`src/rtl/cmd_sched_queue.sv`:
```
// Command FIFO plus one-at-a-time scheduler that feeds pulse-pack commands to master_start.
// Build option: define STALE_DROP_EN to drop and count commands whose TIME_START leaves too little lead.
//
// state     | meaning
// WAIT_FIFO | idle, waiting for a queued command
// POP       | head entry moves into the holding register
// CHECK     | lead-time test on the held command
// ISSUE     | WR_DATA pulse, MEM_* loaded from the holding register
// ARMED     | waiting for master_start to start the command
// RUN       | waiting for master_start to finish the command
module cmd_sched_queue #(
  parameter int DEPTH       = 8,
  parameter int LEAD_CYCLES = 96
) (
  input  logic                   CLK,
  input  logic                   RESET_N,
  input  logic                   FLUSH,
  input  logic                   CMD_WR,
  input  logic [47:0]            CMD_DDS_freq,
  input  logic [47:0]            CMD_DDS_delta_freq,
  input  logic [31:0]            CMD_DDS_delta_rate,
  input  logic [63:0]            CMD_TIME_START,
  input  logic [15:0]            CMD_N_impuls,
  input  logic [1:0]             CMD_TYPE_impulse,
  input  logic [31:0]            CMD_Interval_Ti,
  input  logic [31:0]            CMD_Interval_Tp,
  input  logic [31:0]            CMD_Tblank1,
  input  logic [31:0]            CMD_Tblank2,
  input  logic [63:0]            TIME,
  input  logic                   REQ_COMMAND,
  output logic                   WR_DATA,
  output logic [47:0]            MEM_DDS_freq,
  output logic [47:0]            MEM_DDS_delta_freq,
  output logic [31:0]            MEM_DDS_delta_rate,
  output logic [63:0]            MEM_TIME_START,
  output logic [15:0]            MEM_N_impuls,
  output logic [1:0]             MEM_TYPE_impulse,
  output logic [31:0]            MEM_Interval_Ti,
  output logic [31:0]            MEM_Interval_Tp,
  output logic [31:0]            MEM_Tblank1,
  output logic [31:0]            MEM_Tblank2,
  output logic                   FULL,
  output logic                   EMPTY,
  output logic [$clog2(DEPTH):0] LEVEL,
  output logic                   OVF,
  output logic [15:0]            DROP_CNT,
  output logic                   BUSY
);

  localparam int AW = $clog2(DEPTH);
  localparam int LW = AW + 1;

  typedef struct packed {
    logic [47:0] dds_freq;
    logic [47:0] dds_delta_freq;
    logic [31:0] dds_delta_rate;
    logic [63:0] time_start;
    logic [15:0] n_impuls;
    logic [1:0]  type_impulse;
    logic [31:0] interval_ti;
    logic [31:0] interval_tp;
    logic [31:0] tblank1;
    logic [31:0] tblank2;
  } cmd_t;

  typedef enum logic [2:0] {
    S_WAIT_FIFO,
    S_POP,
    S_CHECK,
    S_ISSUE,
    S_ARMED,
    S_RUN
  } state_t;

  cmd_t          cmd_in;
  cmd_t          hold_r;
  cmd_t          mem_out_r;
  cmd_t          fifo_mem [DEPTH];
  logic [AW-1:0] wr_ptr;
  logic [AW-1:0] rd_ptr;
  logic [LW-1:0] level_r;
  logic [LW-1:0] level_nxt;
  logic          full_r;
  logic          empty_r;
  logic          ovf_r;
  logic          wr_data_r;
  logic          req_q;
  logic          req_q2;
  logic          req_rise;
  logic          req_fall;
  logic          push;
  logic          pop;
  state_t        state;

  assign cmd_in = {CMD_DDS_freq, CMD_DDS_delta_freq, CMD_DDS_delta_rate, CMD_TIME_START,
                   CMD_N_impuls, CMD_TYPE_impulse, CMD_Interval_Ti, CMD_Interval_Tp,
                   CMD_Tblank1, CMD_Tblank2};

  // A write into a full queue is still taken when the scheduler pops the head that same cycle.
  assign pop  = (state == S_POP);
  assign push = CMD_WR && !FLUSH && (!full_r || pop);

  always_ff @(posedge CLK) begin
    if (push) fifo_mem[wr_ptr] <= cmd_in;
  end

  always_comb begin
    level_nxt = level_r;
    if (push && !pop)      level_nxt = level_r + LW'(1);
    else if (pop && !push) level_nxt = level_r - LW'(1);
  end

  always_ff @(posedge CLK or negedge RESET_N) begin
    if (!RESET_N) begin
      wr_ptr  <= '0;
      rd_ptr  <= '0;
      level_r <= '0;
      full_r  <= 1'b0;
      empty_r <= 1'b1;
      ovf_r   <= 1'b0;
    end else if (FLUSH) begin
      wr_ptr  <= '0;
      rd_ptr  <= '0;
      level_r <= '0;
      full_r  <= 1'b0;
      empty_r <= 1'b1;
      ovf_r   <= 1'b0;
    end else begin
      if (push) wr_ptr <= wr_ptr + AW'(1);
      if (pop)  rd_ptr <= rd_ptr + AW'(1);
      level_r <= level_nxt;
      full_r  <= (level_nxt == LW'(DEPTH));
      empty_r <= (level_nxt == '0);
      if (CMD_WR && full_r && !pop) ovf_r <= 1'b1;
    end
  end

  always_ff @(posedge CLK or negedge RESET_N) begin
    if (!RESET_N) begin
      req_q  <= 1'b0;
      req_q2 <= 1'b0;
    end else begin
      req_q  <= REQ_COMMAND;
      req_q2 <= req_q;
    end
  end

  assign req_rise = req_q && !req_q2;
  assign req_fall = !req_q && req_q2;

`ifdef STALE_DROP_EN
  logic [15:0] drop_cnt_r;
  logic        stale;

  assign stale    = (hold_r.time_start <= TIME + 64'(LEAD_CYCLES));
  assign DROP_CNT = drop_cnt_r;
`else
  logic unused_time;

  assign unused_time = ^TIME;
  assign DROP_CNT    = '0;
`endif

  always_ff @(posedge CLK or negedge RESET_N) begin
    if (!RESET_N) begin
      state                <= S_WAIT_FIFO;
      hold_r               <= '0;
      wr_data_r            <= 1'b0;
      mem_out_r            <= '0;
      mem_out_r.time_start <= '1;
`ifdef STALE_DROP_EN
      drop_cnt_r           <= '0;
`endif
    end else if (FLUSH) begin
      state                <= S_WAIT_FIFO;
      hold_r               <= '0;
      wr_data_r            <= 1'b0;
      mem_out_r            <= '0;
      mem_out_r.time_start <= '1;
`ifdef STALE_DROP_EN
      drop_cnt_r           <= '0;
`endif
    end else begin
      wr_data_r <= 1'b0;
      case (state)
        S_WAIT_FIFO: if (!empty_r) state <= S_POP;
        S_POP: begin
          hold_r <= fifo_mem[rd_ptr];
          state  <= S_CHECK;
        end
        S_CHECK: begin
`ifdef STALE_DROP_EN
          if (stale) begin
            if (drop_cnt_r != 16'hFFFF) drop_cnt_r <= drop_cnt_r + 16'd1;
            state <= S_WAIT_FIFO;
          end else begin
            wr_data_r <= 1'b1;
            mem_out_r <= hold_r;
            state     <= S_ISSUE;
          end
`else
          wr_data_r <= 1'b1;
          mem_out_r <= hold_r;
          state     <= S_ISSUE;
`endif
        end
        S_ISSUE: state <= S_ARMED;
        S_ARMED: if (req_rise) state <= S_RUN;
        S_RUN:   if (req_fall) state <= S_WAIT_FIFO;
        default: state <= S_WAIT_FIFO;
      endcase
    end
  end

  assign WR_DATA            = wr_data_r;
  assign MEM_DDS_freq       = mem_out_r.dds_freq;
  assign MEM_DDS_delta_freq = mem_out_r.dds_delta_freq;
  assign MEM_DDS_delta_rate = mem_out_r.dds_delta_rate;
  assign MEM_TIME_START     = mem_out_r.time_start;
  assign MEM_N_impuls       = mem_out_r.n_impuls;
  assign MEM_TYPE_impulse   = mem_out_r.type_impulse;
  assign MEM_Interval_Ti    = mem_out_r.interval_ti;
  assign MEM_Interval_Tp    = mem_out_r.interval_tp;
  assign MEM_Tblank1        = mem_out_r.tblank1;
  assign MEM_Tblank2        = mem_out_r.tblank2;
  assign FULL               = full_r;
  assign EMPTY              = empty_r;
  assign LEVEL              = level_r;
  assign OVF                = ovf_r;
  assign BUSY               = (state != S_WAIT_FIFO);

endmodule

```
`config.mk`:
```
export PLATFORM = sky130hd
export DESIGN_NAME = cmd_sched_queue
export DESIGN_NICKNAME = d
export VERILOG_FILES = /design/src/rtl/cmd_sched_queue.sv
export SDC_FILE = /design/constraint.sdc
export NUM_CORES = 2
export LEC_CHECK = 0
export BUFFER_PORTS_ARGS = -buffer_cell sky130_fd_sc_hd__buf_4
export CORE_MARGIN = 4
export CORE_UTILIZATION = 60
export CTS_CLUSTER_DIAMETER = 60
export DETAILED_ROUTE_END_ITERATION = 10
export PLACE_DENSITY = 0.83
export SYNTH_ARGS = -nofsm -noshare
export SYNTH_HDL_FRONTEND = slang
export SYNTH_SLANG_ARGS = --single-unit
```
`constraint.sdc`:
```
create_clock -name CLK -period 29.5 [get_ports CLK]
set_clock_uncertainty 0.15 [all_clocks]
set_input_delay 5.9 -clock CLK [delete_from_list [all_inputs] [get_ports CLK]]
set_output_delay 5.9 -clock CLK [all_outputs]
set_load 0.05 [all_outputs]
```
==> qor.yml <==
outcome: "finished, final reports clean"
synth_area_mm2: 0.127
postCtsSetupRepairBufs: 0
die_h_um: 468
syn_area_per_cell_um2: 21.5
r2r_setup_slack_ns: 23.27
worstReg2RegEnd: "fifo_mem[4][255]"
yosys_most_used_dff: "edfxtp_1"
wire_per_inst_um: 31.9
grt_pass1_wl_mm: 462
syn-instance-count: 5912
cp.required_ns: 29.86
cts.clk_slew.worst_paths_ns: 0.07
layout.nets: 7076
rsz0062_at_grt: "false"
synth_edf_count: 2704
drc: 0
finalSetupViolCount: 0
arrival_ns: 11.00
htree_levels: 5
route.vias.total: 64900
worst_pin_slew_ns: 1.40
viasPerCell: 6.61
hold-path-endpoint: "req_q2"
max_freq_mhz: 94.0
overflow: 0
async_reset_ff_share_pct: 20.4
wl_mm: 313
min_path_type: "register to register"
fp.dieW_um: 468
drtPass1Iterations: 6
crit_fanout: 84
yosysTopAreaCellShare_pct: 64.0
drt-initial-drc-count: 8428
area_growth_pct: 14.9
hold_buffers: 0
core-area_mm2: 0.210
min_from: "req_q"
regArea_mm2: 0.0987
critPathLaunchType: "input port"
place_hpwl_mm: 158
numCtsBuffers: 343
io_pins: 770
grt_pass1_vias: 67900
postCtsResizedCells: 0
crit_path_end_kind: "register"
holdPathStages: 0
post-route-min-period_ns: 10.64
reg2reg_from: "state[1]"
whs_ns: 0.261
netlist_top_cells_area: "edfxtp_1 64%, dfrtp_1 12%, mux4_2 12%, mux2i_1 2.7%, a211oi_1 2.0%"
ir_worst_vdd_uv: 77.7
final_cell_mix: "2,704 x edfxtp_1, 766 x buf_4, 676 x mux4_2, 627 x dfrtp_1, 349 x clkbuf_16"
p_leak_nw: 49.1
setup-tns-final_ns: 0
antenna_found_initial: 89
reg2reg_depth: 8
clock_latency_ns: 0.96
fin_crit_sh_pct: 36.1
crit_type: "input port to register"
yosysSeqAreaShare_pct: 77.8
gp_routability_congestion: 0.794
cts_buffer_depth: 4
start_util_pct: 60.4
crit_chain: "buf_8, nand2b_1, a21oi_2, nand2b_1, nor2_4, buf_4, buf_4, buf_4, buf_4"
grt_max_degree: 178
multi_input_area_mm2: 0.0260
dieArea_mm2: 0.219
critical_path.max_stage_delay_ns: 0.88
fill_cells: 11700
finalMaxSlewViolations: 0
ys_seq_elements: 3399
portBuffers: 689
final-hold-violation-count: 0
relSlewSlack_pct: 6.57
ys_warn_count: 0
drv_cap: 0
antenna_left: 0
grt_util_all_layers_pct: 28.6
cts_root_buffer: "clkbuf_16"
fp-row-count: 168
power_density_mw_per_mm2: 82.6
clock-sinks: 3399
synth_top_area_cell: "edfxtp_1"
crit_path_top_delay_cell: "nor2_4"
cts_tree: "done"
drive_above_1_share_pct: 29.5
worst_path_most_repeated_cell: "buf_4"
synth.distinct_cells: 45
final_common_cell: "edfxtp_1"
report_power, final:
group	switching, W	leakage, nW	total [W]	internal (W)
Sequential	0.000207	33.7	0.00571	0.00551
Combinational	0.00117	9.93	0.00200	0.000829
Clock	0.00180	5.43	0.00432	0.00253
layout make-up:
class                           instances  share of cell area, %
Tap cell                             2805                   2.41
Antenna cell                           80                  0.137
Sequential cell                      3399                   67.7
Clock buffer                          471                   6.54
Inverter                                5                 0.0180
Multi-Input combinational cell       2128                   17.9
Clock inverter                        141                   1.05
Timing Repair Buffer                  788                   4.24
cell families (layout without fill, tap and decap cells):
family	Yosys count	after routing	share of synthesized area, %
AOI/OAI and AO/OA	694	694	4.43
muxes	1014	1014	14.7
other	1	96	0.00296
buffers and inverters	400	1405	1.79
and+or+nand+nor	393	393	1.23
adders and majority gates	5	5	0.0473
xor gates and xnor gates	6	6	0.0414
DFF	3399	3399	77.8
metal layers:
layer	GRT usage, %	up-vias	part of all wire, %
met5	0	-	0.068
met4	13.0	30	4.8
met3	7.37	745	10
met2	46.1	4203	50
met1	37.2	34100	34
li1	-	25900	-
how the worst max path moves through the flow:
stage                     start               end  cells past startpoint
final                     FLUSH  fifo_mem[4][255]                      9
after floorplan           FLUSH    fifo_mem[4][0]                      5
after global routing      FLUSH  fifo_mem[4][255]                      9
after detailed placement  FLUSH  fifo_mem[4][257]                      9
after CTS                 FLUSH  fifo_mem[4][284]                      9
after global placement    FLUSH  fifo_mem[4][247]                      9
synth_stat cells, types with 2 or more instances:
cell type,n
nor3_1,4
clkbuf_1,116
nand3_1,2
ha_1,4
a211oi_1,340
mux2i_1,338
or3_1,2
xnor2_1,3
buf_4,47
mux4_2,676
buf_6,52
inv_1,4
o22a_1,65
dfstp_2,65
nand3b_1,4
dfrtp_1,630
nand2_1,11
a21oi_1,6
xor2_1,3
edfxtp_1,2704
a22o_1,274
buf_1,15
buf_2,165
o21ai_0,3
nand2b_1,6
nor2_1,354
critical path: cells and delay by family:
kind | cells | cell delay [ns]
simple gates | 3 | 1.49
buf+inv | 5 | 3.11
compound gates | 1 | 0.22
metrics by stage:
| stage | power [W] | cell area, um^2 | setup slack [ns] | util, % | std cells |
|---|---|---|---|---|---|
| floorplan | 0.00727 | 127000 | 7.73 | - | 5927 |
| global placement | 0.00768 | 134000 | 17.95 | 64.0 | 9125 |
| detailed placement | 0.00775 | 134000 | 17.95 | 64.0 | 9125 |
| CTS | 0.0121 | 146000 | 18.91 | 69.3 | 9737 |
| global route | 0.0125 | 146000 | 18.71 | 69.4 | 9799 |
| finish | 0.0120 | 146000 | 18.86 | 69.4 | 9817 |
state kept, by name, indices dropped and copies added, names as in the netlist, 4 cells and up:
signal and flops:
LEVEL 4, MEM_DDS_delta_freq 48, MEM_DDS_delta_rate 32, MEM_DDS_freq 48, MEM_Interval_Ti 32, MEM_Interval_Tp 32
MEM_N_impuls 16, MEM_TIME_START 64, MEM_Tblank1 32, MEM_Tblank2 32, fifo_mem 2704, hold_r 338
Note: power is estimated with default switching activity, not from simulation.
